--- src/rtl/merge21_arb.sv ---
// Two-to-one merge arbiter: forwards a packet from In0 or In1 onto Out and
// reports the winning source index on S; round-robin or fixed priority.
//
//  state | meaning
//  IDLE  | arbitrate between valid inputs, accept the winner
//  SEND  | hold captured packet on Out and source on S until both handshake
module merge21_arb #(
    parameter int W     = 9,
    parameter bit RR_EN = 1'b1
) (
    input  logic         CLK,
    input  logic         _RESET,
    input  logic [W-1:0] In0_data,
    input  logic         In0_valid,
    output logic         In0_ready,
    input  logic [W-1:0] In1_data,
    input  logic         In1_valid,
    output logic         In1_ready,
    output logic [W-1:0] Out_data,
    output logic         Out_valid,
    input  logic         Out_ready,
    output logic         S_data,
    output logic         S_valid,
    input  logic         S_ready
);

    typedef enum logic {IDLE, SEND} state_t;

    state_t       state, state_nxt;
    logic [W-1:0] data_reg;
    logic         src_reg;
    logic         last_grant;
    logic         done_out;
    logic         done_s;

    logic         winner;
    logic         accept;
    logic         out_fire;
    logic         s_fire;

    always_comb begin
        winner = 1'b0;
        if (RR_EN && In0_valid && In1_valid) begin
            winner = ~last_grant;
        end else if (!In0_valid && In1_valid) begin
            winner = 1'b1;
        end
    end

    always_comb begin
        state_nxt = state;
        In0_ready = 1'b0;
        In1_ready = 1'b0;
        Out_valid = 1'b0;
        S_valid   = 1'b0;
        accept    = 1'b0;
        out_fire  = 1'b0;
        s_fire    = 1'b0;
        case (state)
            IDLE: begin
                accept    = In0_valid | In1_valid;
                In0_ready = accept & ~winner;
                In1_ready = accept & winner;
                if (accept) begin
                    state_nxt = SEND;
                end
            end
            SEND: begin
                Out_valid = ~done_out;
                S_valid   = ~done_s;
                out_fire  = Out_valid & Out_ready;
                s_fire    = S_valid & S_ready;
                // Leave only once both consumers have taken their copy.
                if ((done_out | out_fire) && (done_s | s_fire)) begin
                    state_nxt = IDLE;
                end
            end
            default: state_nxt = IDLE;
        endcase
    end

    assign Out_data = data_reg;
    assign S_data   = src_reg;

    always_ff @(posedge CLK or negedge _RESET) begin
        if (!_RESET) begin
            state      <= IDLE;
            data_reg   <= '0;
            src_reg    <= 1'b0;
            last_grant <= 1'b1;
            done_out   <= 1'b0;
            done_s     <= 1'b0;
        end else begin
            state <= state_nxt;
            if (state == IDLE) begin
                if (accept) begin
                    data_reg   <= winner ? In1_data : In0_data;
                    src_reg    <= winner;
                    last_grant <= winner;
                    done_out   <= 1'b0;
                    done_s     <= 1'b0;
                end
            end else begin
                done_out <= done_out | out_fire;
                done_s   <= done_s | s_fire;
            end
        end
    end

endmodule
--- config.mk ---
export PLATFORM = sky130hd
export DESIGN_NAME = merge21_arb
export DESIGN_NICKNAME = d
export VERILOG_FILES = /design/src/rtl/merge21_arb.sv
export SDC_FILE = /design/constraint.sdc
export NUM_CORES = 1
export LEC_CHECK = 0
export BUFFER_PORTS_ARGS = -buffer_cell sky130_fd_sc_hd__buf_2
export CAP_MARGIN = 30
export CORE_MARGIN = 3
export CORE_UTILIZATION = 45
export CTS_BUF_LIST = sky130_fd_sc_hd__clkbuf_4
export DETAILED_ROUTE_END_ITERATION = 10
export GPL_ROUTABILITY_DRIVEN = 0
export GPL_TIMING_DRIVEN = 0
export PLACE_DENSITY = 0.85
export SETUP_SLACK_MARGIN = 0.02
export SLEW_MARGIN = 20
export SYNTH_ARGS = -nofsm -noshare
export SYNTH_HDL_FRONTEND = slang
export SYNTH_SLANG_ARGS = --single-unit
export TNS_END_PERCENT = 50
--- constraint.sdc ---
create_clock -name CLK -period 1.7 [get_ports CLK]
set_clock_uncertainty 0.05 [all_clocks]
set_input_delay 0.34 -clock CLK [delete_from_list [all_inputs] [get_ports CLK]]
set_output_delay 0.34 -clock CLK [all_outputs]
set_load 0.01 [all_outputs]
==> reports/metrics.cfg <==
[finish]
syn2layout_area_growth_pct = 44.0
diodes = 0
nFillCells = 103
fin_cells = 118
nNetsFinal = 128
finalInstanceArea_um2 = 962
layout-drive-gt1-share_pct = 52.4

[floorplanning]
io_pins = 38
die_h_um = 44.5
die-area_um2 = 1980
rows = 13
die_w_um = 44.5
core_region_area_um2 = 1350
initial_core_util_pct = 49.5

[clocking]
cts_buffers = 3
clock_tree.root_cell = clkbuf_4
htree_num_levels = 1
clkSinkCount = 14
cts_tree = yes
clk_latency_ns = 0.28
cts.path.max_buffers = 2
cts.clk_slew.worst_paths_ns = 0.09

[routing]
drt_iter0_drc = 15
dr.pass1.iters = 4
vias = 608
wl_per_cell_um = 13.4
wl_mm = 1.59
vias_per_cell = 5.15
ant_nets = 0
drcViolationCount = 0

[synth]
yosysUniqueCellTypes = 18
avgSynthCellArea_um2 = 11.9
syn_area_um2 = 668
synth_warnings = 0
synthCells = 56
synth.ff_latch_count = 14
seq_area_frac_synth_pct = 52.6
syn-num-nets = 80

[timing]
holdWs_ns = 0.231
setup_viol = 0
finalHoldViolCount = 0
setup_tns_ns = 0
fmax_ghz = 0.605
worstMarginPinSlew_ns = 0.326
period_minus_slack_ns = 1.65
layout_setup_ws_ns = 0.0475
period_share_pct = 97.2
maxSlewHeadroom_pct = 78.3
rsz0062_at_grt = true
final_max_slew_viol_count = 0

[pwr]
p_per_area_nw_per_um2 = 1640
power.leakage_nw = 0.522
peakVddDrop_uv = 969

[placement]
pre_cts_ws_ns = 0.211
dpl_cell_area_um2 = 872
port_buffers = 37
dp_cells = 108

[global_route]
antenna_found_initial = 0
grtUsageTotal_pct = 17.1
grt_max_degree = 15
first_global_vias = 539
globalRouteOverflowTotal = 0
grt_pass1_wl_mm = 2.40

[setup_path]
crit_arrival_ns = 1.26
crit_path_end_kind = primary output
cp_max_fo = 7
worstPathRequired_ns = 1.31
startpoint_type = register
r2r_slack_ns = 0.43
crit_type = register to primary output

[worst_hold_path]
hp-class = input port to register

[outcome]
status = completed

[flow_run]
maxCapViolations = 0

## timing repair
item / CTS / global route
buffers inserted: 1 / 4
pin swaps: 1 / 1
endpoints found under the hold margin: 13 / 0
hold buffers: 1 / 0
endpoints found under the setup margin: 2 / 2
resized for setup: 3 / 1
## critical path: stages (launching register included)
cell and delay (ns):
dfrtp_2 0.45, and2b_4 0.30, and2_4 0.15, buf_6 0.09
## placed cells by master, fill, tap and decap left out, types with 2 or more instances in the layout
master and n:
buf_4 6, clkbuf_4 3, dfrtp_1 12, inv_1 2, a21oi_1 6, and3_1 5, nor2_1 6, nor2b_1 3
buf_2 36, a21boi_4 2, a221o_1 6, mux2i_1 4
## layer usage
metal  global-route usage, %  vias up  wire, µm
met5                       0        -         0
met4                    5.42        0        25
met3                    7.32        4        97
met2                    28.4       17       805
met1                    19.5      287       658
li1                        -      300         -
## state kept, by name, summed over array words and instances, names as in the netlist
| name | cells |
|---|---|
| Out_data | 9 |
| S_data | 1 |
| done_s | 1 |
| last_grant | 1 |
| done_out | 1 |
| state | 1 |
## synth_stat cells
cell      number  area share, %
and2_2         1            1.1
a21boi_4       2            5.6
a21o_1         1            1.1
o21bai_2       1            1.7
dfrtp_1       13             49
nand2b_1       1           0.94
buf_4          1            1.1
nor2b_1        3            2.8
and3_1         5            4.7
and2b_4        1            1.5
inv_1          2            1.1
a221o_1        6            9.0
o21ba_1        1            1.5
a22o_1         1            1.3
mux2i_1        4            6.0
dfstp_2        1            3.9
nor2_1         6            3.4
a21oi_1        6            4.5
## power by group
part,internal [W],switching [W]
clock,0.0000852,0.000103
combinational,0.000418,0.000359
sequential,0.000508,0.000103
## path summary, 6_finish.rpt
kind / from / endpoint / depth (start not counted)
min: In1_data[1] / Out_data[1] / 2
min in group asynchronous: _RESET / Out_data[3] / 2
max: state / In0_ready / 3
max in group asynchronous: _RESET / last_grant / 2
min reg2reg: S_data / S_data / 1
max reg2reg: last_grant / Out_data[2] / 3
## per-stage QoR
step	util, %	power, W
finish	71.3	0.00158
global route	71.3	0.00169
CTS	69.0	0.00153
detailed placement	64.6	0.00130
global placement	64.6	0.00128
floorplan	-	0.00104
## kinds of logic (layout without fill, tap and decap cells)
logic type	count (synthesis)	in the layout	synth area share, %
AO/OA/AOI/OAI	18	18	24.7
AND/OR/NAND/NOR	17	17	14.4
flip-flops	14	14	52.6
multiplexers	4	4	5.99
buffers and inverters	3	50	2.25
## layout make-up
cell class                      instances  area, µm²  share of cell area (%)
Buffer                                  1       7.51                   0.780
Clock buffer                            3       22.5                    2.34
Clock inverter                          1       3.75                   0.390
Inverter                                2       7.51                   0.780
Multi-Input combinational cell         39        310                    32.2
Sequential cell                        14        353                    36.7
Tap cell                               15       18.8                    1.95
Timing Repair Buffer                   43        239                    24.8
No activity file was read; power rests on OpenSTA's default activity.
